$ cat config.mk
export PLATFORM = sky130hd
export DESIGN_NAME = totp_sequencer
export DESIGN_NICKNAME = d
export VERILOG_FILES = /design/src/rtl/totp_pkg.sv /design/src/rtl/bin2bcd_serial.sv /design/src/rtl/totp_sequencer.sv
export SDC_FILE = /design/constraint.sdc
export NUM_CORES = 1
export LEC_CHECK = 0
export CORE_ASPECT_RATIO = 1.2
export CORE_UTILIZATION = 53
export DETAILED_ROUTE_END_ITERATION = 10
export GPL_ROUTABILITY_DRIVEN = 0
export PLACE_DENSITY = 0.8
export SETUP_SLACK_MARGIN = 0.2
export SLEW_MARGIN = 10
export SYNTH_ARGS = -nofsm -noshare
export SYNTH_HDL_FRONTEND = slang
export SYNTH_SLANG_ARGS = --single-unit
$ cat constraint.sdc
create_clock -name clk -period 2.5 [get_ports clk]
set_clock_uncertainty 0.15 [all_clocks]
set_input_delay 0.75 -clock clk [delete_from_list [all_inputs] [get_ports clk]]
set_output_delay 0.75 -clock clk [all_outputs]
set_load 0.1 [all_outputs]
$ cat src/rtl/totp_pkg.sv
// totp_pkg: shared types and constants for the authenticator code sequencer.
//   totp_state_t   - sequencer FSM states (also exported on the debug port)
//   DIGEST_W       - SHA-1 digest width
//   MSG_W          - HMAC message width (64-bit step count T)
//   TRUNC_W        - width of the dynamically truncated value P
//   BCD_DIGITS_MAX - digits needed to hold any 31-bit value in BCD
//   CONV_CYCLES    - double-dabble iterations for a TRUNC_W-bit input
package totp_pkg;

   localparam int DIGEST_W       = 160;
   localparam int MSG_W          = 64;
   localparam int TRUNC_W        = 31;
   localparam int BCD_DIGITS_MAX = 10;
   localparam int CONV_CYCLES    = 31;

   typedef enum logic [2:0] {
      ST_IDLE  = 3'd0,
      ST_START = 3'd1,
      ST_HASH  = 3'd2,
      ST_TRUNC = 3'd3,
      ST_CONV  = 3'd4,
      ST_DONE  = 3'd5
   } totp_state_t;

endpackage

$ cat src/rtl/bin2bcd_serial.sv
// bin2bcd_serial: serial double-dabble converter, one shift per clock.
//   clk, rst - clock, synchronous active-high reset
//   load     - capture bin and start a conversion
//   bin      - TRUNC_W-bit binary input
//   bcd      - BCD_DIGITS_MAX packed BCD digits, digit 0 in bits [3:0]
//   done     - high once all CONV_CYCLES shifts are complete; stays high
//              until the next load
module bin2bcd_serial
   import totp_pkg::*;
(
   input  logic                          clk,
   input  logic                          rst,
   input  logic                          load,
   input  logic [TRUNC_W-1:0]            bin,
   output logic [4*BCD_DIGITS_MAX-1:0]   bcd,
   output logic                          done
);

   localparam int BCD_W = 4*BCD_DIGITS_MAX;
   localparam int SH_W  = BCD_W + TRUNC_W;
   localparam logic [4:0] LAST_CNT = 5'(CONV_CYCLES);

   // {bcd digits, remaining binary bits}
   logic [SH_W-1:0] shift_q, shift_d;
   // number of shifts performed so far; 0 means idle
   logic [4:0]      cnt_q, cnt_d;
   logic [SH_W-1:0] adj;

   always_comb begin
      adj = shift_q;
      for (int d = 0; d < BCD_DIGITS_MAX; d++) begin
         if (adj[TRUNC_W+4*d +: 4] >= 4'd5) begin
            adj[TRUNC_W+4*d +: 4] = adj[TRUNC_W+4*d +: 4] + 4'd3;
         end
      end

      shift_d = shift_q;
      cnt_d   = cnt_q;
      if (load) begin
         // The first iteration is folded into the load: with all BCD digits
         // still zero no add-3 correction can apply, so it is a plain shift.
         shift_d = {{BCD_W{1'b0}}, bin} << 1;
         cnt_d   = 5'd1;
      end else if (cnt_q != 5'd0 && cnt_q != LAST_CNT) begin
         shift_d = adj << 1;
         cnt_d   = cnt_q + 5'd1;
      end
   end

   always_ff @(posedge clk) begin
      if (rst) begin
         shift_q <= '0;
         cnt_q   <= '0;
      end else begin
         shift_q <= shift_d;
         cnt_q   <= cnt_d;
      end
   end

   assign bcd  = shift_q[SH_W-1 -: BCD_W];
   assign done = (cnt_q == LAST_CNT);

endmodule

$ cat src/rtl/totp_sequencer.sv
// totp_sequencer: turns step-counter ticks / refresh requests into a BCD
// one-time code via the shared HMAC-SHA1 core and RFC 4226 truncation.
//   clk, rst      - clock, synchronous active-high reset
//   time_up       - pulse: step counter changed, current_time holds new T
//   current_time  - 64-bit step count T
//   refresh       - pulse: recompute code for current T
//   hmac_start    - pulse to HMAC core (high while in START)
//   hmac_msg      - big-endian T, stable from hmac_start to hmac_done
//   hmac_done     - pulse from HMAC core, hmac_digest valid that cycle
//   hmac_digest   - 160-bit SHA-1 output, byte 0 = bits [159:152]
//   code_bcd      - DIGITS BCD digits, digit 0 in bits [3:0]
//   code_valid    - pulse: code_bcd carries a new code this cycle
//   busy          - high whenever the FSM is not in IDLE
//   state_dbg     - current FSM state
//
// Handshake: hmac_start is a single-cycle request that the core must accept
// unconditionally; hmac_done is a single-cycle completion that is only
// honoured in HASH. code_valid is a single-cycle notification with no
// back-pressure; code_bcd holds its value until the next pulse.
module totp_sequencer
   import totp_pkg::*;
#(
   parameter int DIGITS = 6
) (
   input  logic                   clk,
   input  logic                   rst,
   input  logic                   time_up,
   input  logic [MSG_W-1:0]       current_time,
   input  logic                   refresh,
   output logic                   hmac_start,
   output logic [MSG_W-1:0]       hmac_msg,
   input  logic                   hmac_done,
   input  logic [DIGEST_W-1:0]    hmac_digest,
   output logic [4*DIGITS-1:0]    code_bcd,
   output logic                   code_valid,
   output logic                   busy,
   output logic [2:0]             state_dbg
);

   localparam int CW = 4*DIGITS;

   totp_state_t          state_q, state_d;
   logic [MSG_W-1:0]     msg_q, msg_d;
   logic [MSG_W-1:0]     shadow_q, shadow_d;
   logic                 pend_q, pend_d;
   logic [TRUNC_W-1:0]   p_q, p_d;
   logic [CW-1:0]        code_q, code_d;

   logic                 req;
   logic [3:0]           offset;
   logic [TRUNC_W-1:0]   p_trunc;
   logic                 bcd_load;
   logic [4*BCD_DIGITS_MAX-1:0] bcd_full;
   logic                 bcd_done;
   logic                 unused_bits;

   assign req    = time_up | refresh;
   assign offset = hmac_digest[3:0];

   // Dynamic truncation: 31-bit window starting one bit below the MSB of
   // byte[offset], which drops the sign bit without a separate mask.
   always_comb begin
      p_trunc = '0;
      for (int i = 0; i < 16; i++) begin
         if (offset == 4'(i)) begin
            p_trunc = hmac_digest[DIGEST_W-2-8*i -: TRUNC_W];
         end
      end
   end

   // Only the offset nibble of the last digest byte is ever looked at, and
   // the top converter digits are dropped for DIGITS < 10.
   assign unused_bits = ^{hmac_digest[7:4], bcd_full[4*BCD_DIGITS_MAX-1:CW]};

   always_comb begin
      state_d    = state_q;
      msg_d      = msg_q;
      shadow_d   = shadow_q;
      pend_d     = pend_q;
      p_d        = p_q;
      code_d     = code_q;
      hmac_start = 1'b0;
      code_valid = 1'b0;
      bcd_load   = 1'b0;

      // Requests arriving while busy coalesce into one pending request that
      // uses the most recent T.
      if (state_q != ST_IDLE && req) begin
         pend_d   = 1'b1;
         shadow_d = current_time;
      end

      unique case (state_q)
         ST_IDLE: begin
            if (req) begin
               msg_d   = current_time;
               state_d = ST_START;
            end
         end
         ST_START: begin
            hmac_start = 1'b1;
            state_d    = ST_HASH;
         end
         ST_HASH: begin
            if (hmac_done) begin
               p_d     = p_trunc;
               state_d = ST_TRUNC;
            end
         end
         ST_TRUNC: begin
            bcd_load = 1'b1;
            state_d  = ST_CONV;
         end
         ST_CONV: begin
            if (bcd_done) begin
               code_d  = bcd_full[CW-1:0];
               state_d = ST_DONE;
            end
         end
         ST_DONE: begin
            code_valid = 1'b1;
            pend_d     = 1'b0;
            // A request landing in DONE itself is the newest one, so it
            // takes precedence over the shadowed value.
            if (req) begin
               msg_d   = current_time;
               state_d = ST_START;
            end else if (pend_q) begin
               msg_d   = shadow_q;
               state_d = ST_START;
            end else begin
               state_d = ST_IDLE;
            end
         end
         default: state_d = ST_IDLE;
      endcase
   end

   always_ff @(posedge clk) begin
      if (rst) begin
         state_q  <= ST_IDLE;
         msg_q    <= '0;
         shadow_q <= '0;
         pend_q   <= 1'b0;
         p_q      <= '0;
         code_q   <= '0;
      end else begin
         state_q  <= state_d;
         msg_q    <= msg_d;
         shadow_q <= shadow_d;
         pend_q   <= pend_d;
         p_q      <= p_d;
         code_q   <= code_d;
      end
   end

   bin2bcd_serial u_bcd (
      .clk  (clk),
      .rst  (rst),
      .load (bcd_load),
      .bin  (p_q),
      .bcd  (bcd_full),
      .done (bcd_done)
   );

   assign hmac_msg  = msg_q;
   assign code_bcd  = code_q;
   assign busy      = (state_q != ST_IDLE);
   assign state_dbg = state_q;

endmodule
==> metrics <==
status=finished, final reports clean; die area=30000 um2; Overflow after GRT=0; Synth Register Bits=246; root buffer cell=clkbuf_16; crit path launch type=input pin; Worst Hold Depth=2; VDD IR max=0.7970 mV; layout cell share with drive strength beyond 1=21.10%; Critical R2R Launch=state_dbg[2]$_SDFFE_PP0P_; starting DRC count in detailed routing=2350; row count=68; post-synthesis cell area=15530 um2; CP required=between 2 and 3 ns; met2 WL=25.56 mm; uppermost layer routed=met5; FF-to-FF path depth=8; WL met3=between 5 and 6 mm; number of synthesized flops with an enable pin=0; vias in the first global route=16828; critical path class=input pin to register; Die Span Y=189.5 um; Layout area overhead=36.07%; largest net degree at the start of global routing=between 100 and 150; crit path capture type=register; fillers=around 2200; synthesized area per cell=7.944 um2; Final Hold Fails=0; Vias=17579; Tot Pwr=approximately 0.019 W; Reg area=4933 um2; Clock Latency Late Sink=0.52 ns; Reg2Reg Setup Slack=approximately 0.34 ns; synthesized instance count=about 2000; CP max FO=20; post-synth top area cell=dfxtp_1; Buffers on Ports=317; initial antenna violation count=1; max-slew violations=0; register area share after synthesis=31.71%; CTS tree=yes; RSZ-0062 raised after global routing=true; # nets final=2630; Leakage=8.635 nW; most common cell in the netlist=nand2_1; Data arrival, critical path=2.68 ns; Final setup viols=0; Routed Antenna Nets=0; CTS clk-pin slew, worst paths=0.06 ns; global-route wire length before repair=about 87 mm; starting density of the core=a little over half; WHS=0.3023 ns; count of warnings emitted by yosys=0; footprint of the multi-input gates=9415 um2; Detailed Place HPWL=41.98 mm; minimum clock period=~2.4 ns; drt wl/cell=20.06 um; H-tree levels=1; Yosys top cell area share=31.71%; max cap viols=0; Sink Count=approximately 250; M1 WL=20.52 mm; Final Non-Filler Cells=between 2000 and 3000; top_reg_cell synth=dfxtp_1; core footprint=roughly 29000 um2; # IOs=~320; drt drc=0; placed cells=between 2000 and 3000; Clock Path Buffers=3; drt total wl=55.92 mm; Slew Limit Headroom=57.77%; Netlist cell types=96; Post-synth ARST share=0%; synth top area cells=dfxtp_1 32%, nand2_1 8.1%, mux2i_1 7.3%; worst-case hold path end point=shadow_q[36]$_SDFFE_PP0P_; Die X=approximately 160 um; Mapped Nets=2199; synth cell count leaders=335 x nand2_1, 246 x dfxtp_1, 195 x a21oi_1; TritonCTS Buffers=24; Worst Hold Class=register to register; Vias/cell=~6.3; Hold Path Origin=shadow_q[36]$_SDFFE_PP0P_; worst reg2reg endpoint=p_q[7]$_SDFFE_PP0P_; total global-route track usage=36.18%; Max Clk Rate=420.5 MHz; DRT Pass-1 Iters=6; fin crit share=95.12%; Slew @ Worst Pin=0.6335 ns; antenna fix cells=0; power density cells=909.6 nW/um2
-- worst max-delay path: stages --
cell	delay (ns)
buf_4	0.24
buf_12	0.20
nand2b_4	0.23
a2bb2oi_1	0.23
o22ai_1	0.17
a222oi_1	0.55
buf_4	0.20
o21a_1	0.09
-- how the worst max path moves through the flow --
stage,startpoint,endpoint,slack (ns),cells after the start
after global placement,hmac_digest[2],p_q[5]$_SDFFE_PP0P_,-0.24,8
after floorplan,hmac_digest[0],p_q[26]$_SDFFE_PP0P_,0.21,9
after CTS,state_dbg[0]$_SDFFE_PP0P_,code_valid,0.11,4
after detailed placement,hmac_digest[2],p_q[5]$_SDFFE_PP0P_,-0.26,8
after global routing,state_dbg[0]$_SDFFE_PP0P_,code_valid,0.08,4
final,hmac_digest[1],p_q[7]$_SDFFE_PP0P_,0.12,8
-- final cells by class --
class                   instances  area share [%]
multi-input cells            1494           44.55
repair buffers                592           25.63
flip-flops and latches        246           23.34
clock buffers                  34           3.209
well taps                     385           2.279
inverters                      28          0.5151
clock inverters                 9          0.4677
-- report_power, final --
part	switching [W]	internal, W
clock network	0.00157	0.00202
logic	0.00696	0.00311
registers	0.000628	0.00494
-- per-stage QoR --
step	cell area (um2)	TNS (ns)	setup slack, ns	utilization [%]
floorplan	15580	0	0.2052	-
global placement	20250	-3.541	-0.2395	70.40
detailed placement	20250	-5.249	-0.2605	70.40
CTS	21100	0	0.1091	73.37
global route	21130	0	0.07557	73.49
finish	21130	0	0.1219	73.49
-- cells in the final DEF, fill, tap and decap left out, types with 20 or more instances in the layout --
cell type and n:
buf_4 335, nand2_1 334, dfxtp_1 243, clkdlybuf4s50_1 218
a21oi_1 195, nor2_1 171, mux2i_1 113, a211oi_1 87
o21ai_0 80, o22ai_1 33, a311oi_1 33, buf_12 33
mux2_2 31, nor3_1 28, nand3_1 27, inv_1 25
clkbuf_16 24, a22oi_1 23, nand2b_1 20
-- repair_timing --
item | 4_1_cts | 5_1_grt
gates cloned | 0 | 0
gates resized for setup | 6 | 3
setup endpoints to repair | 3 | 32
buffers inserted | 7 | 3
endpoints found under the hold margin | 0 | 0
hold buffers | 0 | 0
pin swaps | 3 | 4
-- cell families after synthesis --
kind of cell / share of synthesized area [%]
mux: 10.21
fa+ha+maj: 1.208
simple gates: 19.84
flops: 31.71
xor+xnor: 0.5640
buf+inv: 8.322
compound gates: 28.15
-- sequential cells by signal (all words and copies together), names as in the netlist --
name	flops
hmac_msg	64
code_bcd	24
u_bcd.cnt_q	5
state_dbg	3
shadow_q	64
pend_q	1
u_bcd.shift_q	54
p_q	31
-- per-layer routing --
| layer | vias up | global-route usage [%] |
|---|---|---|
| met2 | 1176 | 58.94 |
| met4 | 2 | 25.30 |
| met1 | 8052 | 42.45 |
| met5 | - | 0 |
| met3 | 337 | 6.821 |
| li1 | 8012 | - |
No activity file was read; power rests on OpenSTA's default activity.
